[config.mk]
export PLATFORM = sky130hd
export DESIGN_NAME = ifu_prefetch
export DESIGN_NICKNAME = d
export VERILOG_FILES = /design/src/rtl/ifu_prefetch.sv
export SDC_FILE = /design/constraint.sdc
export NUM_CORES = 1
export LEC_CHECK = 0
export BUFFER_PORTS_ARGS = -buffer_cell sky130_fd_sc_hd__buf_2
export CAP_MARGIN = 20
export CELL_PAD_IN_SITES_DETAIL_PLACEMENT = 1
export CELL_PAD_IN_SITES_GLOBAL_PLACEMENT = 1
export CORE_MARGIN = 5
export CORE_UTILIZATION = 53
export DETAILED_ROUTE_END_ITERATION = 10
export HOLD_SLACK_MARGIN = 0.12
export PLACE_DENSITY_LB_ADDON = 0.05
export RECOVER_POWER = 25
export SETUP_SLACK_MARGIN = 0.2
export SLEW_MARGIN = 25
export SYNTH_ARGS = -nofsm -noshare
export SYNTH_HDL_FRONTEND = slang
export SYNTH_SLANG_ARGS = --single-unit
[constraint.sdc]
create_clock -name clk -period 6.6 [get_ports clk]
set_input_delay 0.66 -clock clk [delete_from_list [all_inputs] [get_ports clk]]
set_output_delay 0.66 -clock clk [all_outputs]
set_load 0.03 [all_outputs]
[src/rtl/ifu_prefetch.sv]
// Purpose: pipelined instruction fetch with in-order memory port and DEPTH-entry prefetch queue.
// Latency: request accepted in cycle t, response in cycle t+k -> instruction at the queue head from cycle t+k+1.
// Backpressure: a request issues only while queued + in-flight < DEPTH; DECODE stalls the head with ir_ready=0.
module ifu_prefetch #(
    parameter int              XLEN     = 32,
    parameter int              ILEN     = 32,
    parameter int              DEPTH    = 4,
    parameter logic [XLEN-1:0] RESET_PC = '0,
    parameter int              PC_STEP  = 4
) (
    input  logic            clk,
    input  logic            reset,
    input  logic            redirect_valid,
    input  logic [XLEN-1:0] redirect_pc,
    output logic            mem_req_valid,
    output logic [XLEN-1:0] mem_req_addr,
    input  logic            mem_req_ready,
    input  logic            mem_rsp_valid,
    input  logic [ILEN-1:0] mem_rsp_data,
    output logic            ir_valid,
    output logic [ILEN-1:0] ir,
    output logic [XLEN-1:0] ir_pc,
    input  logic            ir_ready
);

    localparam int CW = $clog2(DEPTH) + 1;
    localparam int PW = $clog2(DEPTH);

    logic [XLEN-1:0] r_fetch_pc;
    logic [XLEN-1:0] r_rsp_pc;
    logic [CW-1:0]   r_count;
    logic [CW-1:0]   r_outstanding;
    logic [CW-1:0]   r_discard;
    logic [PW-1:0]   r_head;
    logic [PW-1:0]   r_tail;
    logic [XLEN-1:0] r_q_pc  [DEPTH];
    logic [ILEN-1:0] r_q_dat [DEPTH];

    logic [CW:0]     w_occupancy;
    logic            w_req_vld;
    logic            w_req_fire;
    logic            w_rsp_fire;
    logic            w_push;
    logic            w_pop;

    // Queued plus in-flight words bound the queue, so an accepted request always has a slot.
    assign w_occupancy = {1'b0, r_count} + {1'b0, r_outstanding};
    // Held low while reset is asserted so the port is quiet during an asynchronous reset.
    assign w_req_vld   = !reset && !redirect_valid && (w_occupancy < (CW+1)'(DEPTH));
    assign w_req_fire  = w_req_vld && mem_req_ready;
    // A response with nothing in flight is spurious and ignored.
    assign w_rsp_fire  = mem_rsp_valid && (r_outstanding != '0);
    // Stale words (issued before a redirect) are dropped; a redirect flushes anyway.
    assign w_push      = w_rsp_fire && (r_discard == '0) && !redirect_valid;
    assign w_pop       = (r_count != '0) && ir_ready && !redirect_valid;

    assign mem_req_valid = w_req_vld;
    assign mem_req_addr  = r_fetch_pc;
    assign ir_valid      = (r_count != '0);
    assign ir            = ir_valid ? r_q_dat[r_head] : '0;
    assign ir_pc         = ir_valid ? r_q_pc[r_head]  : '0;

    // Fetch and response PCs: redirect reloads both, otherwise each advances on its own fire.
    always_ff @(posedge clk or posedge reset) begin
        if (reset) begin
            r_fetch_pc <= RESET_PC;
            r_rsp_pc   <= RESET_PC;
        end else if (redirect_valid) begin
            r_fetch_pc <= redirect_pc;
            r_rsp_pc   <= redirect_pc;
        end else begin
            if (w_req_fire) r_fetch_pc <= r_fetch_pc + XLEN'(PC_STEP);
            if (w_push)     r_rsp_pc   <= r_rsp_pc + XLEN'(PC_STEP);
        end
    end

    // In-flight and stale-response counters; on redirect every word still in flight becomes stale.
    always_ff @(posedge clk or posedge reset) begin
        if (reset) begin
            r_outstanding <= '0;
            r_discard     <= '0;
        end else begin
            r_outstanding <= r_outstanding + CW'(w_req_fire) - CW'(w_rsp_fire);
            if (redirect_valid)
                r_discard <= r_outstanding - CW'(w_rsp_fire);
            else if (w_rsp_fire && (r_discard != '0))
                r_discard <= r_discard - CW'(1);
        end
    end

    // Queue occupancy and ring pointers; redirect empties the queue.
    always_ff @(posedge clk or posedge reset) begin
        if (reset) begin
            r_count <= '0;
            r_head  <= '0;
            r_tail  <= '0;
        end else if (redirect_valid) begin
            r_count <= '0;
            r_head  <= '0;
            r_tail  <= '0;
        end else begin
            r_count <= r_count + CW'(w_push) - CW'(w_pop);
            if (w_push) r_tail <= r_tail + PW'(1);
            if (w_pop)  r_head <= r_head + PW'(1);
        end
    end

    // Queue storage; contents are only meaningful below r_count so no reset is needed.
    always_ff @(posedge clk) begin
        if (w_push) begin
            r_q_pc[r_tail]  <= r_rsp_pc;
            r_q_dat[r_tail] <= mem_rsp_data;
        end
    end

endmodule

* Word level (Yosys, flattened, before mapping)
Memories as Yosys holds them, arrays and structs flattened.
Index checks and enable logic that the tools add are counted.
** Operators by class
- $mul :: 0
- Add/subtract/negate cells :: 11
- Bitwise gates (word level) :: 0
- Shift-type cells :: 0
- Divide/modulo/power cells :: 0
- Equality and inequality tests :: 0
- Reduce and logical (&&, ||, !) cells :: 19
- Muxes and demuxes :: 15
- $lt $le $gt $ge :: 1
** Operators with widths (number)
- $mux W32 :: 6
- $add A32 B3 Y32 const B :: 2
- $logic_and A1 B1 Y1 :: 9
- $mux W3 :: 3
- $reduce_bool A3 Y1 :: 3
- $sub A3 B1 Y3 :: 3
- $mux W2 :: 4
- $reduce_bool A2 Y1 :: 4
- $add A3 B1 Y3 :: 2
- $add A2 B1 Y2 const B :: 2
- $add A3 B3 Y4 :: 1
- $lt A4 B3 Y1 const B :: 1
- $logic_not A3 Y1 :: 1
- $sub A3 B1 Y3 const B :: 1
- $logic_not A1 Y1 :: 2
- $mux W1 :: 2
** Word-level totals
- RAM bits :: 256
- Bits in latches :: 0
- ROM bits :: 0
- Flip-flop bits (word level) :: 77
- Output and inout bits :: 98
- Memories kept :: 2
** Memories
- r_q_dat :: depth 4, bits a word 32, rd ports 1, clocked after Yosys merged registers in 0, wr ports 1, line 37 : logic [ILEN-1:0] r_q_dat [DEPTH];
- r_q_pc :: depth 4, bits a word 32, rd ports 1, clocked after Yosys merged registers in 0, wr ports 1, line 36 : logic [XLEN-1:0] r_q_pc [DEPTH];

* Longest topological paths before layout
Gate-level depths: netlist of the first run.
- Depth after elaboration :: 7
- Gate-level depth with buffers :: 14
- Depth with buffers taken out :: 13

* Least setup slack after synthesis of the first run
OpenSTA, ideal clock, no wires.
- Kind :: input -> register
- From :: input port redirect_valid
- To :: memory r_q_dat[1][0], enable pin
- Buffers on the path :: 2
- Arrival time :: 2834 ps
- Setup time :: 429 ps
- Required time :: 6171 ps
- Slack :: 3337 ps
- Stages on the path :: 4
- Cells stage by stage :: clkbuf_1 clkinv_1 clkbuf_1 and3_1
** On the way
- Word-level cells in the longest chain between the ends :: 4
** Ends and longest elaborated chain
- from (decl) :: line 13 : input logic redirect_valid,
- $logic_not A1 Y1 :: line 54 : assign w_push = w_rsp_fire && (r_discard == '0) && !redirect_valid;
- $logic_and A1 B1 Y1 :: line 54
- $mux W1 :: line 110 : if (w_push) begin
- $mux W1 (implied by the code) :: line 112 : r_q_dat[r_tail] <= mem_rsp_data;
- to (decl) :: line 37
Every way passes these cells.

* Worst setup path in the final report of the first run
- From :: register r_head[0]
- To :: output port ir_pc[4]
** On the way
- Word-level cells in the longest chain between the ends :: 2
** Ends and longest elaborated chain
- from (decl) :: line 34 : logic [PW-1:0] r_head;
- from (signal assigned) :: line 104 : if (w_pop) r_head <= r_head + PW'(1);
- $mem_v2 Z4 W32
- $mux W32 :: line 61 : assign ir_pc = ir_valid ? r_q_pc[r_head] : '0;
- to (decl) :: line 22 : output logic [XLEN-1:0] ir_pc,
Every way passes these cells.

==> metrics.yaml, run 1 <==
synth:
  synth_seq_cells: 333
  synthTopCellsByArea: "edfxtp_1, dfrtp_1, mux4_2"
  synth_compound_area_frac: 0.0350
  synth_adder_area_share: 0.0172
  synth_top_family_by_area: "multiplexers"
  ys_types: 45
  synth-xor-area-share: 0.0288
  yosysSeqAreaShare: 0.688
  synth.top_cell.area_share: 0.550
  synth_warnings: 0
  yosys.area_share.simple: 0.100
  synth_cells: 875
  synth_area_sq_um: 14000
  avgSynthCellArea_sq_um: 16.0
  yosysTopAreaCell: "edfxtp_1"
  synthMuxAreaShare: 0.112
  synth.net_count: 963
floorplanning:
  start_util: 0.538
  die_h_microns: 172
  die_w_microns: 172
  core_sq_um: 26000
  ioPinCount: 168
  dieArea_sq_um: 29700
  rows: 59
cts:
  hold_buffers: 0
  clk_path_buf_depth: 3
  h-tree-depth: 2
  cts_tree: "built"
  cts.sinks: 333
  cts_buffers: 35
  insertion_delay_ns: 0.50
  clk_transition_reported_paths_ns: 0.06
  ctsResizeCount: 0
  postCtsSetupBuffers: 0
  cts_root_buf: "clkbuf_16"
global_route:
  grt_pass1_vias: 8909
  grt_pass1_wl_microns: 50600
  grt_max_degree: 68
  grt-ovfl-total: 0
  antenna_found_initial: 0
  grt_use_total: 0.221
timing:
  relSlewSlack: -0.221
  period_minus_slack_ns: 3.73
  post-route-period-util: 0.565
  setup_slack_ns: 2.87
  tns_ns: 0
  report.final.hold_viol_count: 0
  fmax_mhz: 268
  slew_viol_final: 30
  finalSetupViolCount: 0
  worstMarginPinSlew_ns: 1.83
  clock_skew_ns: 0.0214
  rsz0062_at_grt: "false"
final_layout:
  drive_above_1_share: 0.271
  final_core_util: 0.627
  final_common_cell: "edfxtp_1"
  n_antenna_cell: 0
  nets: 1138
  nFillCells: 2444
  layout_common_cells: "edfxtp_1, buf_2, dfrtp_1"
  area_growth_pct: 16.6
place:
  gp_congestion: 0.789
  io_buffers: 167
  post-place-ws_ns: 2.95
  post-dp-hpwl_microns: 20700
setup_path:
  end_kind: "output port"
  path_class: "reg2out"
  cp-startpoint: "r_head[0]"
  worst_ep_required_time_ns: 5.94
  cp.arrival_ns: 3.07
  crit_fanout: 38
  worstSetupStartpointType: "flip-flop"
  worstReg2RegStart: "r_outstanding[2]"
run_status:
  violations: "max-capacitance violations, max-slew violations"
  outcome: "finished with violations"
routing:
  drtAntennaViolNets: 0
  vias: 8221
  drtPass1Iterations: 4
  drc: 0
  wl_per_cell_microns: 23.0
  drtIter0Drc: 534
  wl_microns: 32400
  avgViaCountPerCell: 5.83
pwr:
  power.internal_mw: 4.21
  p_total_mw: 6.30
  cellLeakagePower_nw: 5.90
  power_density_nw_per_um2: 387
  ir_worst_vdd_uv: 308
  p_sw_mw: 2.09
  p_sw_frac: 0.331
  p_comb_frac: 0.283
  clkPwrFrac: 0.307
  power_frac_seq: 0.410
flow_run:
  maxCapViolCount: 1
worst_hold_path:
  hp-class: "in2reg"
  min_from: "redirect_pc[27]"
power by group through the flow:
stage          Sequential, mW  Combinational, mW  Clock, mW
2_1_floorplan            2.57               1.31          0
5_1_grt                  2.61               1.92       2.08
4_1_cts                  2.59               1.82       1.97
6_report                 2.58               1.78       1.93
3_5_place_dp             2.63               1.81          0
3_3_place_gp             2.62               1.79          0
cell usage after synthesis (all sizes together):
library cell / number
a21boi: 5
a21oi: 4
a22oi: 1
a31o: 1
a31oi: 7
a41oi: 2
and2: 67
and3: 16
and4: 2
buf: 11
clkbuf: 31
clkinv: 1
dfrtp: 77
edfxtp: 256
fa: 2
ha: 16
inv: 22
mux2: 11
mux4: 64
nand2: 59
nand2b: 4
nand3: 32
nand3b: 1
nand4: 21
nor2: 24
nor2b: 2
nor3: 12
nor4: 10
nor4b: 1
o211ai: 11
o21a: 1
o21ai: 39
o311ai: 7
o31ai: 1
or3: 5
or3b: 1
or4: 2
xnor2: 26
xor2: 20
state kept, by name, summed over array words and instances (netlist names):
name,count
r_head,2
r_outstanding,3
r_rsp_pc,32
r_q_pc,128
r_q_dat,128
r_discard,3
r_count,3
r_tail,2
mem_req_addr,32
per-layer routing:
metal / global-route usage / wire, microns / up-vias
li1: - / - / 3688
met1: 0.307 / 14000 / 4248
met2: 0.371 / 16100 / 249
met3: 0.0396 / 1750 / 36
met4: 0.0509 / 578 / 0
met5: 0 / 0 / -
cells by family after synthesis:
family                     count (synthesis)
DFF                                      333
and+or+nand+nor                          259
AOI/OAI and AO/OA                         79
muxes                                     75
buffers and inverters                     65
xor gates and xnor gates                  46
adders and majority gates                 18
critical path: stages (launching register included):
cell and delay, ns:
dfrtp_4 0.95, buf_4 0.63, mux4_2 0.59, and2_1 0.19, buf_2 0.19
per-stage QoR:
stage,instances,hold slack (ns),instance area (sq um)
floorplan,875,0.476,14000
global placement,1347,0.513,15200
detailed placement,1348,0.525,15200
CTS,1411,0.250,16300
global route,1411,0.395,16300
finish,1411,0.396,16300
path summary, 6_finish.rpt:
check	slack (ns)	endpoint	cells after the start
worst max-delay path	2.87	ir_pc[4]	4
worst min-delay path	0.40	mem_req_addr[27]	3
worst max register to register	3.07	r_outstanding[2]	11
worst min register to register	0.53	mem_req_addr[1]	2
max in group asynchronous	4.72	mem_req_addr[19]	3
min in group asynchronous	0.81	r_rsp_pc[27]	3
cell type report:
class                      count  area, sq um  share of cell area
sequential                   333         9620               0.591
multi-input combinational    477         4110               0.252
clock buffer                  47         1010              0.0622
timing repair buffer         180          910              0.0559
tap                          335          419              0.0257
clock inverter                16          131             0.00807
inverter                      23         86.3             0.00530
No activity file was read; power rests on OpenSTA's default activity.
==> run 2: changes to the inputs <==
Settings changed: CORE_UTILIZATION 53 to 44.
Clock period 6.6 ns to 3.1 ns, I/O delays scaled along.
==> run 2 against run 1 <==
Against the previous run: the flow now finishes without violations; sequential power grew 110%; routed wire length grew 1.2%; via count grew 1.8%; die area grew 19%; worst hold slack lost 0.24 ns; core utilization shrank 7.7 points; first-iteration DRC count shrank 45%; non-clock buffer count grew 79; worst setup slack lost 2.6 ns; critical path depth grew 6; largest cell class unchanged; critical path type is now reg2reg; clock power grew 120%; largest power group unchanged; design area grew 6.2%.
==> metrics.yaml, run 2 (synthesis gave the netlist of run 1 again) <==
final_layout:
  stdcell_area_sq_um: 17300  # +6.2%
  n_antenna_cell: 0  # unchanged
  area_growth_pct: 23.8
  layout_common_cells: "edfxtp_1, buf_2, dfrtp_1"
  drive_above_1_share: 0.270  # -0.00155
  multi_input_area_sq_um: 4120  # +0.30%
  final_core_util: 0.549  # -0.0772
  final_common_cell: "edfxtp_1"
  nFillCells: 3006  # +23%
  nets: 1219  # +7.1%
  top_regs: "r_q_dat: 128 flops, r_q_pc: 128 flops"
  seqCellArea_sq_um: 9620  # about the same
pwr:
  power_density_nw_per_um2: 797  # +110%
  ir_worst_vdd_uv: 348  # +13%
  cellLeakagePower_nw: 6.28  # +6.4%
  p_total_mw: 13.8  # +120%
routing:
  drtIter0Drc: 293  # -45%
  wl_per_cell_microns: 21.0  # -8.6%
  avgViaCountPerCell: 5.36  # -8.1%
  drc: 0  # unchanged
  drtPass1Iterations: 4  # unchanged
  drtAntennaViolNets: 0  # unchanged
  vias: 8368  # +1.8%
  wl_microns: 32800  # +1.2%
timing:
  post-route-period-util: 0.906
  finalSetupViolCount: 0  # unchanged
  period_minus_slack_ns: 2.81
  fmax_mhz: 356
  tns_ns: 0  # unchanged
  rsz0062_at_grt: "true"
  clock_skew_ns: 0.0153  # -0.00602 ns
  report.final.hold_viol_count: 0  # unchanged
  slew_viol_final: 0  # -100%
  worstMarginPinSlew_ns: 0.732  # -1.10 ns
  relSlewSlack: 0.511  # +0.732
global_route:
  antenna_found_initial: 0  # unchanged
  grt_max_degree: 67  # -1.5%
  grt_pass1_vias: 9258  # +3.9%
  grt_use_total: 0.187  # -0.0345
  grt-ovfl-total: 0  # unchanged
  grt_pass1_wl_microns: 52600  # +4.0%
cts:
  clk_path_buf_depth: 3  # unchanged
  clk_transition_reported_paths_ns: 0.06  # about the same
  insertion_delay_ns: 0.51  # about the same
  cts.sinks: 333  # unchanged
  cts_buffers: 37  # +5.7%
  h-tree-depth: 2  # unchanged
  cts_tree: "built"
  cts_root_buf: "clkbuf_16"
floorplanning:
  die_h_microns: 188  # +9.2%
  die_w_microns: 188  # +9.2%
  start_util: 0.444  # -0.0938
  rows: 65  # +10%
  dieArea_sq_um: 35400  # +19%
  core_sq_um: 31500  # +21%
  ioPinCount: 168  # unchanged
place:
  gp_congestion: 0.743  # -5.8%
  io_buffers: 167  # unchanged
  placed_area_sq_um: 15500  # +2.0%
  post-dp-hpwl_microns: 20700  # +0.16%
run_status:
  outcome: "completed"
flow_run:
  maxCapViolCount: 0  # -1
setup_path:
  end_kind: "flip-flop"
  ff2ff_path_depth: 10  # -1
  worst_ep_required_time_ns: 3.49  # -2.45 ns
  path_class: "reg2reg"
  crit_fanout: 4  # -89%
  worstSetupStartpointType: "flip-flop"
  cp.arrival_ns: 3.19  # +0.12 ns
worst_hold_path:
  hp-class: "in2reg"
  hold_path_depth: 3  # unchanged
-- run 2: final cells by class --
| cell class | count | share of cell area |
|---|---|---|
| Sequential cell | 333 | 0.556 |
| Clock inverter | 20 | 0.00919 |
| Multi-Input combinational cell | 477 | 0.238 |
| Clock buffer | 48 | 0.0590 |
| Tap cell | 402 | 0.0291 |
| Timing Repair Buffer | 259 | 0.103 |
| Inverter | 23 | 0.00499 |
-- run 2: final timing paths --
kind,slack (ns),start,endpoint
setup / recovery,0.29,r_count[1],r_outstanding[2]
hold / removal,0.15,redirect_pc[13],mem_req_addr[13]
setup reg to reg,0.29,r_count[1],r_outstanding[2]
hold reg to reg,0.53,r_rsp_pc[0],r_q_pc[1][0]
max in group asynchronous,1.88,reset,r_tail[0]
min in group asynchronous,0.49,reset,r_outstanding[2]
-- run 2: where the power goes --
part / internal (mW) / switching (mW) / total (mW) / leakage [nW]
Combinational: 1.59 / 2.55 / 4.14 / 2.47
Clock: 2.50 / 1.72 / 4.22 / 0.575
Sequential: 5.12 / 0.308 / 5.42 / 3.23
-- run 2: critical path, stage by stage, from the launching register on --
cell and delay [ns]:
dfrtp_2 0.44, ha_2 0.18, or4_4 0.53, nor4b_4 0.31, inv_1 0.10, ha_1 0.28, inv_1 0.04, ha_1 0.18
fa_2 0.36, xnor2_2 0.14, xnor2_1 0.12
-- run 2: routing by layer --
metal / track usage / up-vias / part of all wire
met4: 0.0486 / 0 / 0.019
met3: 0.0315 / 45 / 0.041
met5: 0 / - / 0
met1: 0.263 / 4252 / 0.47
met2: 0.306 / 199 / 0.47
li1: - / 3872 / -
-- run 2: metrics by stage --
| stage | hold WS, ns | std cells | setup WS [ns] |
|---|---|---|---|
| 6_report | 0.152 | 1562 | 0.292 |
| 3_3_place_gp | 0.510 | 1430 | 0.319 |
| 3_5_place_dp | 0.493 | 1430 | 0.267 |
| 5_1_grt | 0.171 | 1562 | 0.176 |
| 4_1_cts | 0.138 | 1560 | 0.247 |
| 2_1_floorplan | 0.409 | 875 | 0.200 |
-- run 2: repair_timing --
item / CTS / global route
endpoints found under the setup margin: 0 / 10
setup buffers: 0 / 2
resized for setup: 0 / 3
endpoints found under the hold margin: 209 / 0
hold buffers: 62 / 0
